==> src/rtl/studioii_keypad_if.sv <==
// Keypad bus between the PS/2 feed / CPU select latch and the Studio II pad logic.
// Master drives key events and the select write; slave returns flags and maps.
interface studioii_keypad_if;
    logic [10:0] ps2_key;
    logic [3:0]  key_sel;
    logic        key_sel_we;
    logic        ef3;
    logic        ef4;
    logic [9:0]  pad1_keys;
    logic [9:0]  pad2_keys;

    modport master (
        output ps2_key,
        output key_sel,
        output key_sel_we,
        input  ef3,
        input  ef4,
        input  pad1_keys,
        input  pad2_keys
    );

    modport slave (
        input  ps2_key,
        input  key_sel,
        input  key_sel_we,
        output ef3,
        output ef4,
        output pad1_keys,
        output pad2_keys
    );
endinterface

==> src/rtl/studioii_keypad.sv <==
// PS/2 set-2 key words to RCA Studio II dual 10-key pads with EF3/EF4 flags.
// Optional idle-clear of stuck keys: define KEYPAD_WATCHDOG_EN.
module studioii_keypad #(
    parameter int unsigned WDT_CYCLES = 48_000_000
) (
    input  logic              clk,
    input  logic              reset_n,
    studioii_keypad_if.slave  kp
);
    logic       stb_q;
    logic       primed_q;
    logic [3:0] sel_q, sel_d;
    logic [9:0] pad1_q, pad1_d;
    logic [9:0] pad2_q, pad2_d;
    logic       ef3_q, ef4_q;

    logic       evt;
    logic       hit1, hit2;
    logic [3:0] idx;

    assign evt = primed_q && (kp.ps2_key[10] != stb_q);

    always_comb begin
        hit1 = 1'b0;
        hit2 = 1'b0;
        idx  = 4'd0;
        unique case (kp.ps2_key[7:0])
            8'h45: begin hit1 = 1'b1; idx = 4'd0; end
            8'h16: begin hit1 = 1'b1; idx = 4'd1; end
            8'h1E: begin hit1 = 1'b1; idx = 4'd2; end
            8'h26: begin hit1 = 1'b1; idx = 4'd3; end
            8'h25: begin hit1 = 1'b1; idx = 4'd4; end
            8'h2E: begin hit1 = 1'b1; idx = 4'd5; end
            8'h36: begin hit1 = 1'b1; idx = 4'd6; end
            8'h3D: begin hit1 = 1'b1; idx = 4'd7; end
            8'h3E: begin hit1 = 1'b1; idx = 4'd8; end
            8'h46: begin hit1 = 1'b1; idx = 4'd9; end
            8'h70: begin hit2 = 1'b1; idx = 4'd0; end
            8'h69: begin hit2 = 1'b1; idx = 4'd1; end
            8'h72: begin hit2 = 1'b1; idx = 4'd2; end
            8'h7A: begin hit2 = 1'b1; idx = 4'd3; end
            8'h6B: begin hit2 = 1'b1; idx = 4'd4; end
            8'h73: begin hit2 = 1'b1; idx = 4'd5; end
            8'h74: begin hit2 = 1'b1; idx = 4'd6; end
            8'h6C: begin hit2 = 1'b1; idx = 4'd7; end
            8'h75: begin hit2 = 1'b1; idx = 4'd8; end
            8'h7D: begin hit2 = 1'b1; idx = 4'd9; end
            default: ;
        endcase
    end

`ifdef KEYPAD_WATCHDOG_EN
    localparam logic [31:0] WDT_LAST = 32'(WDT_CYCLES - 1);

    logic [31:0] wdt_q, wdt_d;
    logic        wdt_fire;

    // A fresh event wins over a same-edge timeout.
    assign wdt_fire = (wdt_q == WDT_LAST) && (|{pad1_q, pad2_q}) && !evt;

    always_comb begin
        wdt_d = wdt_q;
        if (evt)
            wdt_d = 32'd0;
        else if (wdt_q != WDT_LAST)
            wdt_d = wdt_q + 32'd1;
    end

    always_ff @(posedge clk or negedge reset_n) begin
        if (!reset_n)
            wdt_q <= 32'd0;
        else
            wdt_q <= wdt_d;
    end
`endif

    always_comb begin
        pad1_d = pad1_q;
        pad2_d = pad2_q;
        // Extended codes are cursor keys sharing numpad codes.
        if (evt && !kp.ps2_key[8]) begin
            if (hit1) pad1_d[idx] = kp.ps2_key[9];
            if (hit2) pad2_d[idx] = kp.ps2_key[9];
        end
`ifdef KEYPAD_WATCHDOG_EN
        if (wdt_fire) begin
            pad1_d = 10'd0;
            pad2_d = 10'd0;
        end
`endif
    end

    assign sel_d = kp.key_sel_we ? kp.key_sel : sel_q;

    always_ff @(posedge clk or negedge reset_n) begin
        if (!reset_n) begin
            stb_q    <= 1'b0;
            primed_q <= 1'b0;
            sel_q    <= 4'd0;
            pad1_q   <= 10'd0;
            pad2_q   <= 10'd0;
            ef3_q    <= 1'b0;
            ef4_q    <= 1'b0;
        end else begin
            stb_q    <= kp.ps2_key[10];
            primed_q <= 1'b1;
            sel_q    <= sel_d;
            pad1_q   <= pad1_d;
            pad2_q   <= pad2_d;
            ef3_q    <= (sel_q < 4'd10) ? pad1_q[sel_q] : 1'b0;
            ef4_q    <= (sel_q < 4'd10) ? pad2_q[sel_q] : 1'b0;
        end
    end

    assign kp.ef3       = ef3_q;
    assign kp.ef4       = ef4_q;
    assign kp.pad1_keys = pad1_q;
    assign kp.pad2_keys = pad2_q;
endmodule

==> src/flat_wrapper.sv <==
// flat-port wrapper written by rule: the top's interface ports become plain ports
module studioii_keypad_flat 
#(
    parameter int unsigned WDT_CYCLES = 48_000_000
)
  (clk, reset_n, kp_ps2_key, kp_key_sel, kp_key_sel_we, kp_ef3, kp_ef4, kp_pad1_keys, kp_pad2_keys);
  studioii_keypad_if kp_i ();
  input  logic clk;
  input  logic reset_n;
  input wire logic [$bits(kp_i.ps2_key)-1:0] kp_ps2_key;
  input wire logic [$bits(kp_i.key_sel)-1:0] kp_key_sel;
  input wire logic [$bits(kp_i.key_sel_we)-1:0] kp_key_sel_we;
  output wire logic [$bits(kp_i.ef3)-1:0] kp_ef3;
  output wire logic [$bits(kp_i.ef4)-1:0] kp_ef4;
  output wire logic [$bits(kp_i.pad1_keys)-1:0] kp_pad1_keys;
  output wire logic [$bits(kp_i.pad2_keys)-1:0] kp_pad2_keys;
  assign kp_i.ps2_key = kp_ps2_key;
  assign kp_i.key_sel = kp_key_sel;
  assign kp_i.key_sel_we = kp_key_sel_we;
  assign kp_ef3 = kp_i.ef3;
  assign kp_ef4 = kp_i.ef4;
  assign kp_pad1_keys = kp_i.pad1_keys;
  assign kp_pad2_keys = kp_i.pad2_keys;
  studioii_keypad #(.WDT_CYCLES(WDT_CYCLES)) u_core (.clk(clk), .reset_n(reset_n), .kp(kp_i));
endmodule
==> config.mk <==
export PLATFORM = sky130hd
export DESIGN_NAME = studioii_keypad_flat
export DESIGN_NICKNAME = d
export VERILOG_FILES = /design/src/rtl/studioii_keypad_if.sv /design/src/rtl/studioii_keypad.sv /design/src/flat_wrapper.sv
export SDC_FILE = /design/constraint.sdc
export NUM_CORES = 1
export LEC_CHECK = 0
export BUFFER_PORTS_ARGS = -buffer_cell sky130_fd_sc_hd__buf_2
export CORE_UTILIZATION = 49
export CTS_CLUSTER_SIZE = 8
export DETAILED_ROUTE_END_ITERATION = 16
export GPL_ROUTABILITY_DRIVEN = 0
export PLACE_DENSITY = 0.75
export SETUP_SLACK_MARGIN = 0.5
export SLEW_MARGIN = 20
export SYNTH_ARGS = -nofsm -noshare
export SYNTH_HDL_FRONTEND = slang
export SYNTH_SLANG_ARGS = --single-unit
==> constraint.sdc <==
create_clock -name clk -period 1.8 [get_ports clk]
set_input_delay 0.18 -clock clk [delete_from_list [all_inputs] [get_ports clk]]
set_output_delay 0.18 -clock clk [all_outputs]
set_load 0.005 [all_outputs]
==> After elaboration in Yosys (flattened, before gate mapping) <==
Cells that the tools add are included.
{ "word_totals": {"latch_bits": 0, "memories": 0, "out_inout_bits": 22, "input_bits": 18, "ram_bits": 0, "wordCells": 62, "romBits": 0, "reg_bits": 28} }
{ "classes": {"mux": 13, "order_cmp": 4, "eq_ne": 21, "multipliers": 0, "add_sub_neg": 0, "n_bitwise": 0, "n_div": 0, "reduce_logical": 17, "shifts": 0} }
{ "ops": {"columns": ["op", "n"], "rows": [
  ["$eq 8x7->1 const B", 12],
  ["$eq 8x6->1 const B", 6],
  ["$pmux 4 s9", 1],
  ["$bwmux 10", 2],
  ["$reduce_or 10->1", 2],
  ["$reduce_or 2->1", 9],
  ["$eq 8x5->1 const B", 2],
  ["$lt 4x5->1 const B", 2],
  ["$bmux 1 s4", 2],
  ["$mux 1", 7],
  ["$demux 1 s4", 1],
  ["$ge 4x1->1 const B", 1],
  ["$lt 4x4->1 const B", 1],
  ["$reduce_and 2->1", 2],
  ["$logic_and 1x1->1", 3],
  ["$logic_not 1->1", 1],
  ["$ne 1x1->1", 1]
]} }

==> Depth between registers and ports, before layout <==
Gate-level depths: netlist of the first run.
{ "depth": {"word_depth": 8, "depth_mapped": 9, "mapped_depth_nobuf": 6} }

==> Least setup slack after synthesis of the first run <==
No wires, ideal clock.
{ "synth_timing": {"path_type": "input to register", "start": "input kp_ps2_key[3]", "end": "register u_core.pad1_q[0] (netlist: u_core.kp.pad1_keys[0])", "setup_ns": 0.125, "arrival_ns": 1.791, "path_stages": 7, "required_time_ns": 1.675, "path_buffers": 2, "slack_ns": -0.116, "cell_sequence": "buf_2 -> buf_4 -> nor4_1 -> o2111ai_1 -> o21ai_2 -> nor4b_1 -> mux2_2"} }
{ "synth_between": {"elab_chain_cells": 8, "elab_cells_between_ends": 38, "cone_classes": "order compare (2); eq/ne (19); mux (5); reduce/logical (12)"} }
{ "synth_rtl": {"columns": ["item", "line_no", "rtl"], "rows": [
  ["start, declared", "flat_wrapper.sv:10", "input wire logic [$bits(kp_i.ps2_key)-1:0] kp_ps2_key;"],
  ["$eq 8x7->1 (tied with other cells)", "studioii_keypad.sv:27", "unique case (kp.ps2_key[7:0])"],
  ["$reduce_or 2->1 (no line)", null, null],
  ["$pmux 4 s9", "studioii_keypad.sv:27", null],
  ["$lt 4x5->1 (not written as such) / $ge 4x1->1 (equally long branches)", "studioii_keypad.sv:82", "if (hit1) pad1_d[idx] = kp.ps2_key[9];"],
  ["$logic_and 1x1->1 (not written as such)", "studioii_keypad.sv:82", null],
  ["$mux 1 (not written as such)", "studioii_keypad.sv:82", null],
  ["$demux 1 s4", null, null],
  ["$bwmux 10", "studioii_keypad.sv:82", null],
  ["end signal, assigned", "studioii_keypad.sv:108", "pad1_q <= pad1_d;"],
  ["end, declared", "studioii_keypad.sv:13", "logic [9:0] pad1_q, pad1_d;"]
]} }
Parallel ways exist; a longest one is shown, timed or not.
A chain may end at the register's enable or synchronous reset.

==> Worst setup path after layout of the first run <==
{ "layout_timing": {"start": "register u_core.stb_q", "end": "register u_core.pad1_q[7] (netlist: u_core.kp.pad1_keys[7])"} }
{ "layout_between": {"elab_chain_cells": 4} }
{ "layout_rtl": {"columns": ["item", "line_no", "rtl"], "rows": [
  ["start, declared", "studioii_keypad.sv:10", "logic stb_q;"],
  ["start signal, assigned", "studioii_keypad.sv:105", "stb_q <= kp.ps2_key[10];"],
  ["$ne 1x1->1", "studioii_keypad.sv:21", "assign evt = primed_q && (kp.ps2_key[10] != stb_q);"],
  ["$logic_and 1x1->1", "studioii_keypad.sv:21", null],
  ["$logic_and 1x1->1", "studioii_keypad.sv:81", "if (evt && !kp.ps2_key[8]) begin"],
  ["$reduce_and 2->1 (no line)", null, null]
]} }
Every way passes these cells.

==> results of run 1 <==
[cell families (layout without fill, tap and decap cells)]
logic type             count (synthesis)  after routing
AO/OA/AOI/OAI                         26             26
XOR/XNOR                               4              4
buffers and inverters                 16             96
flip-flops                            28             28
multiplexers                          34             34
other                                  1              1
AND/OR/NAND/NOR                       83             83
[metrics by stage]
step	instances	hold slack [ns]	setup slack, ns	area [um2]
after global placement	310	0.220	-0.193	2520
after detailed placement	310	0.223	-0.235	2520
after CTS	317	0.0284	-0.0126	2750
final	320	0.0302	-0.0491	2810
after floorplan	192	-0.116	-0.0565	2030
after global routing	320	0.0200	-0.110	2810
[what timing repair did]
action / in CTS / in global routing
pin swaps: 4 / 3
buffers inserted: 2 / 3
hold endpoints to repair: 28 / 0
gates cloned: 0 / 0
resized for setup: 29 / 12
hold buffers: 1 / 0
setup endpoints to repair: 22 / 22
[power groups by stage]
stage	clock, mW	sequential [mW]	combinational, mW
after global placement	0	0.685	0.252
after global routing	0.542	0.674	0.314
final	0.494	0.670	0.292
after floorplan	0	0.672	0.152
after detailed placement	0	0.685	0.255
after CTS	0.500	0.672	0.272
[critical path: cells and delay by family (launching register included)]
| kind | cells | cell delay (ns) |
|---|---|---|
| DFF | 1 | 0.38 |
| muxes | 1 | 0.28 |
| buffers and inverters | 3 | 0.42 |
| and+or+nand+nor | 2 | 0.25 |
| xor gates and xnor gates | 1 | 0.12 |
| AOI/OAI and AO/OA | 2 | 0.27 |
[path summary, 6_finish.rpt]
check / from / end / cells after the start
worst max register to register: u_core.stb_q$_DFF_PN0_ / u_core.kp.pad1_keys[7]$_DFFE_PN0P_ / 9
worst min-delay path: kp_ps2_key[10] / u_core.stb_q$_DFF_PN0_ / 1
max in group asynchronous: reset_n / u_core.sel_q[0]$_DFFE_PN0P_ / 2
min in group asynchronous: reset_n / u_core.kp.pad1_keys[8]$_DFFE_PN0P_ / 2
worst max-delay path: u_core.stb_q$_DFF_PN0_ / u_core.kp.pad1_keys[7]$_DFFE_PN0P_ / 9
worst min register to register: u_core.sel_q[2]$_DFFE_PN0P_ / u_core.kp.ef3$_DFF_PN0_ / 1
[cell usage in the layout (no fill, tap or decap), types with 2 or more instances in the layout]
cell,n
buf_4,46
buf_2,37
dfrtp_1,27
nand2_1,12
mux2_4,12
mux2_2,11
nor2b_1,10
nor2_1,9
nand2b_1,7
mux2i_1,6
nand2_2,6
nand3b_1,5
a21oi_1,5
mux4_2,4
xnor2_1,3
a31oi_1,3
nor3b_1,3
nor4_2,3
nand3_1,3
clkbuf_8,3
buf_6,3
o21ai_1,2
nand4b_1,2
nand4bb_1,2
nor3_1,2
or4b_4,2
o21ai_0,2
o32ai_1,2
nor2b_4,2
clkbuf_4,2
[layout make-up]
cell class / count / area, um2
clock buffer: 3 / 41.3
fill: 243 / 933
inverter: 1 / 3.75
timing repair buffer: 91 / 624
clock inverter: 1 / 30.0
tap: 48 / 60.1
multi-input combinational: 148 / 1350
sequential: 28 / 702
[state kept, by name (all words and copies together), names as in the netlist]
register / flops
u_core.kp.pad1_keys: 10
u_core.kp.pad2_keys: 10
u_core.sel_q: 4
u_core.kp.ef3: 1
u_core.kp.ef4: 1
u_core.primed_q: 1
u_core.stb_q: 1
[metal layers]
metal | up-vias | routed length (um) | global-route usage (%)
li1 | 868 | - | -
met1 | 936 | 2360 | 35.9
met2 | 67 | 2750 | 42.1
met3 | 13 | 304 | 4.58
met4 | 0 | 114 | 10.3
met5 | - | 0 | 0
==> flow_metrics.env, run 1 <==
export IMPL_drive_above_1_share_pct=55.1
export IMPL_overflow=0
export IMPL_grt_max_degree=29
export IMPL_slew_headroom_pct=59.3
export IMPL_cts_buffers=3
export IMPL_synth_nets=210
export IMPL_synthTopCellsByArea="dfrtp_1 36%, mux2_2 13%, mux4_2 4.6%"
export IMPL_period_minus_slack_ns=1.85
export IMPL_end_kind="flop"
export IMPL_setup_viol_count_final=7
export IMPL_ys_flop_type="dfrtp_1"
export IMPL_cts_tree="done"
export IMPL_yosysUniqueCellTypes=49
export IMPL_p_per_area_mw_per_mm2=518
export IMPL_ir_drop_v=0.000337
export IMPL_via_count=1884
export IMPL_comb_power_share_pct=20.1
export IMPL_seq_area_frac_synth_pct=36.0
export IMPL_status="finished with violations"
export IMPL_drtIter0Drc=120
export IMPL_cts_buffer_depth=2
export IMPL_setup_tns_final_ns=-0.175
export IMPL_slew_viol_final=0
export IMPL_fin_util_pct=75.1
export IMPL_async_reset_ff_share_pct=100
export IMPL_yosys_area_top_type_share_pct=36.0
export IMPL_io_buffers=39
export IMPL_tightest_slew_ns=0.610
export IMPL_core_area_mm2=0.00374
export IMPL_path_cells="xnor2_1 -> nor3b_1 -> buf_4 -> o2111ai_4 -> o21ai_4 -> buf_12 -> buf_8 -> nand2_1 -> mux2_2"
export IMPL_core_rowCount=22
export IMPL_critPathMaxFanout=6
export IMPL_ys_ff_latch=28
export IMPL_area_delta_synth_final_pct=44.5
export IMPL_rsz0062_at_grt="yes"
export IMPL_synth_top_cell_by_area="dfrtp_1"
export IMPL_postSynthCellCount=192
export IMPL_slowest_delay_ns=0.38
export IMPL_synth_xor_area_share_pct=1.80
export IMPL_grt_pass1_vias=1743
export IMPL_grt_first_pass_wirelength_mm=8.42
export IMPL_post_drt_wl_per_cell_um=17.3
export IMPL_min_path_type="in -> reg"
export IMPL_antenna_found_initial=0
export IMPL_violations="setup timing"
export IMPL_clock_sinks=28
export IMPL_setup_slack_ns=-0.0491
export IMPL_ant_nets=0
export IMPL_p_total_mw=1.46
export IMPL_yosysMostFrequentCell="dfrtp_1"
export IMPL_p_sw_uw=360
export IMPL_start_util_pct=51.9
export IMPL_synth_top_family_by_area="simple AND/OR/NAND/NOR gates"
export IMPL_worstSetupPathType="reg -> reg"
export IMPL_synth_compound_area_share_pct=9.65
export IMPL_synthTopCellsByCount="28 x dfrtp_1, 22 x mux2_2, 18 x nand2_1"
export IMPL_drt_vias_per_instance=5.89
export IMPL_remaining_drc_errors=0
export IMPL_maxCapViolCount=0
export IMPL_synth_simple_area_share_pct=26.3
export IMPL_timing_fmax_ghz=0.541
export IMPL_crit_arrival_ns=2.01
export IMPL_synth_edf_count=0
export IMPL_grt_usage_pct=26.6
export IMPL_pwr_share_seq_pct=46.0
export IMPL_cellLeakagePower_nw=1.33
export IMPL_drt_first_pass_iters=4
export IMPL_synth_area_mm2=0.00194
export IMPL_switching_share_pct=24.7
export IMPL_intPower_mw=1.10
export IMPL_yosysWarnings=0
export IMPL_fin_crit_sh_pct=103
export IMPL_finalHoldViolations=0
export IMPL_cp_slowest_cell="dfrtp_1"
export IMPL_start_kind="flop"
export IMPL_synth_avg_cell_area_um2=10.1
export IMPL_die_h_um=65.0
export IMPL_clkLatencyLatePin_ns=0.28
export IMPL_dp_hpwl_mm=3.66
export IMPL_antenna_cells=0
export IMPL_synthMuxAreaShare_pct=21.6
export IMPL_rrSetupSlack_ns=-0.05
export IMPL_ctsRootBufferMaster="clkbuf_8"
export IMPL_die_area_mm2=0.00422
export IMPL_cts_htree_levels=1
export IMPL_wl_mm=5.53
export IMPL_cp_required_ns=1.96
export IMPL_fin_skew_ns=0.0108
export IMPL_ios=40
export IMPL_pwr_share_clk_pct=33.9
export IMPL_final_nets=291
export IMPL_clkTransAtPathRegs_ns=0.09
export IMPL_die_w_um=65.0
export IMPL_yosys_area_share_adder_pct=0
No activity file was read; power rests on OpenSTA's default activity.
==> run 2, diff against run 1 <==
ABC_AREA = 1   (was not set)
CORE_UTILIZATION = 48   (was 49)
SKIP_LAST_GASP = 1   (was not set)
==> run 2 against run 1 <==
  * The flow now finishes without violations
  * Clock skew is 0.0013 ns higher
  * Via count is 1.7% lower
  * Sequential share of layout area is 7.5 points higher
  * Count of clock-buffer cells in the layout stayed put
  * First-iteration DRC count is 9.2% lower
  * Utilization is 12 points lower
  * Sequential cell count stayed put
  * Sequential power hardly changed
==> flow_metrics.env, run 2 <==
export IMPL_status="finished clean"
export IMPL_r2r_end="u_core.kp.pad1_keys[0]$_DFFE_PN0P_"
export IMPL_fin_skew_ns=0.0121
export IMPL_slew_viol_final=0
export IMPL_clkLatencyLatePin_ns=0.33
export IMPL_ff2ff_path_depth=8
export IMPL_p_per_area_mw_per_mm2=591
export IMPL_yosysMostFrequentCell="nand2_1"
export IMPL_synthTopCellsByCount="77 x nand2_1, 35 x nor2_1, 31 x o21ai_0"
export IMPL_n_fill_cell=322
export IMPL_slowest_delay_ns=0.40
export IMPL_synth_avg_cell_area_um2=6.70
export IMPL_start_kind="flop"
export IMPL_cts_buffer_depth=2
export IMPL_die_w_um=62.5
export IMPL_cp_slowest_cell="dfrtp_1"
export IMPL_crit_family="simple AND/OR/NAND/NOR gates"
export IMPL_via_count=1852
export IMPL_start_util_pct=51.4
export IMPL_synth_nets=280
export IMPL_core_area_mm2=0.00342
export IMPL_remaining_drc_errors=0
export IMPL_slew_headroom_pct=59.6
export IMPL_die_area_mm2=0.00390
export IMPL_io_buffers=39
export IMPL_final_nets=327
export IMPL_yosysUniqueCellTypes=24
export IMPL_cellLeakagePower_nw=1.20
export IMPL_ios=40
export IMPL_area_delta_synth_final_pct=23.0
export IMPL_min_path_type="in -> reg"
export IMPL_seq_area_frac_synth_pct=39.9
export IMPL_fin_crit_sh_pct=74.3
export IMPL_rsz0062_at_grt="yes"
export IMPL_antenna_cells=0
export IMPL_cts_buffers=3
export IMPL_end_kind="flop"
export IMPL_core_rowCount=21
export IMPL_hold_path_depth=3
export IMPL_tightest_slew_ns=0.606
export IMPL_drtIter0Drc=109
export IMPL_grt_first_pass_wirelength_mm=7.42
export IMPL_pwr_share_clk_pct=31.8
export IMPL_grt_max_degree=29
export IMPL_timing_fmax_ghz=0.747
export IMPL_finalHoldWorstSlack_ns=0.0410
export IMPL_period_minus_slack_ns=1.34
export IMPL_pwr_share_seq_pct=52.6
export IMPL_grt_usage_pct=23.7
export IMPL_intPower_uw=951
export IMPL_overflow=0
export IMPL_final_common_cell="nand2_1"
export IMPL_antenna_found_initial=0
export IMPL_setup_viol_count_final=0
export IMPL_async_reset_ff_share_pct=100
export IMPL_drive_above_1_share_pct=22.7
export IMPL_post_drt_wl_per_cell_um=12.2
export IMPL_crit_arrival_ns=1.56
export IMPL_p_sw_uw=326
export IMPL_ctsRootBufferMaster="clkbuf_4"
export IMPL_r2r_start="u_core.stb_q$_DFF_PN0_"
export IMPL_switching_share_pct=25.6
export IMPL_synth_top_cell_by_area="dfrtp_1"
export IMPL_ir_drop_v=0.000472
export IMPL_path_cells="xnor2_1 -> nor3b_2 -> buf_6 -> nand2_8 -> inv_8 -> nand2_1 -> nand2_1 -> nand2_1"
export IMPL_yosys_area_top_type_share_pct=39.9
export IMPL_clock_sinks=28
export IMPL_grt_pass1_vias=1670
export IMPL_worstSetupPathType="reg -> reg"
export IMPL_ant_nets=0
export IMPL_crit_buf_inv=2
export IMPL_maxCapViolCount=0
export IMPL_dp_hpwl_mm=3.27
export IMPL_finalHoldViolations=0
export IMPL_crit_path_frequent_cell="nand2_1"
export IMPL_clkTransAtPathRegs_ns=0.15
export IMPL_setup_tns_final_ns=0
export IMPL_cts_tree="done"
export IMPL_die_h_um=62.5
export IMPL_synth_edf_count=0
export IMPL_ys_ff_latch=28
export IMPL_synthTopCellsByArea="dfrtp_1 40%, nand2_1 16%, o21ai_0 8.8%"
export IMPL_drt_vias_per_instance=5.23
export IMPL_drt_first_pass_iters=4
export IMPL_comb_power_share_pct=15.7
export IMPL_postSynthCellCount=262
export IMPL_hp_start="kp_key_sel[2]"
export IMPL_rrSetupSlack_ns=0.46
export IMPL_worstHoldEndpoint="u_core.sel_q[2]$_DFFE_PN0P_"
export IMPL_critPathMaxFanout=11
export IMPL_wl_mm=4.32
export IMPL_cp_required_ns=2.03
export IMPL_synth_area_mm2=0.00176
export IMPL_ys_flop_type="dfrtp_1"
export IMPL_cts_htree_levels=1
export IMPL_mostFrequentLayoutCells="77 x nand2_1, 39 x buf_2, 35 x nor2_1, 29 x nand3_1, 27 x dfrtp_1"
export IMPL_yosysWarnings=0
[run 2: final cells by class]
cell class	count	area, um2	area share (%)
Timing Repair inverter	3	18.8	0.869
Tap cell	46	57.6	2.67
Multi-Input combinational cell	199	952	44.1
Clock buffer	3	22.5	1.04
Inverter	29	128	5.91
Timing Repair Buffer	45	249	11.5
Sequential cell	28	702	32.5
Clock inverter	1	30.0	1.39
[run 2: how the worst max path moves through the flow]
stage	startpoint	to	slack, ns	cells past startpoint
after floorplan	u_core.stb_q$_DFF_PN0_	u_core.kp.pad2_keys[6]$_DFFE_PN0P_	0.52	7
after global placement	kp_ps2_key[7]	u_core.kp.pad2_keys[0]$_DFFE_PN0P_	0.18	13
after detailed placement	kp_ps2_key[7]	u_core.kp.pad2_keys[0]$_DFFE_PN0P_	0.13	13
after CTS	u_core.stb_q$_DFF_PN0_	u_core.kp.pad1_keys[0]$_DFFE_PN0P_	0.46	8
after global routing	u_core.stb_q$_DFF_PN0_	u_core.kp.pad2_keys[0]$_DFFE_PN0P_	0.38	8
final	u_core.stb_q$_DFF_PN0_	u_core.kp.pad1_keys[0]$_DFFE_PN0P_	0.46	8
[run 2: timing repair]
action,4_1_cts,5_1_grt
pin swaps,2,1
endpoints found under the hold margin,29,0
hold buffers,2,0
resized for setup,14,14
setup buffers,1,1
cloned,2,1
endpoints found under the setup margin,20,21
[run 2: cells by family after synthesis]
family	count (synthesis)	synth area share, %
xor+xnor	1	0.499
compound gates	44	13.6
flops	28	39.9
other cells	1	0.214
simple gates	153	37.3
buf+inv	35	8.48
[run 2: layer usage]
layer / global-route usage, % / vias to the layer above / part of all wire, %
met3: 3.83 / 2 / 4.9
met1: 32.1 / 862 / 48
li1: - / 935 / -
met2: 39.1 / 53 / 47
met4: 6.40 / 0 / 0.53
met5: 0 / - / 0
[run 2: power by group through the flow]
stage / Combinational [mW] / Sequential [mW] / Clock, mW
after floorplan: 0.107 / 0.678 / 0
after global placement: 0.180 / 0.680 / 0
after detailed placement: 0.183 / 0.680 / 0
after CTS: 0.193 / 0.668 / 0.411
after global routing: 0.227 / 0.674 / 0.444
final: 0.200 / 0.671 / 0.406
[run 2: worst register-to-register path, cell delays in order, from the launching register on]
cell and delay, ns:
dfrtp_1 0.40, xnor2_1 0.13, nor3b_2 0.18, buf_6 0.17, nand2_8 0.11, inv_8 0.08, nand2_1 0.05, nand2_1 0.07
nand2_1 0.05
[run 2: stage by stage]
step / instances / setup slack [ns] / instance area, um2 / power (mW) / util, %
floorplan: 262 / 0.522 / 1760 / 0.785 / -
global placement: 343 / 0.181 / 1990 / 0.860 / 58.2
finish: 354 / 0.462 / 2160 / 1.28 / 63.2
detailed placement: 343 / 0.130 / 1990 / 0.863 / 58.2
CTS: 352 / 0.457 / 2130 / 1.27 / 62.3
global route: 354 / 0.384 / 2160 / 1.35 / 63.2
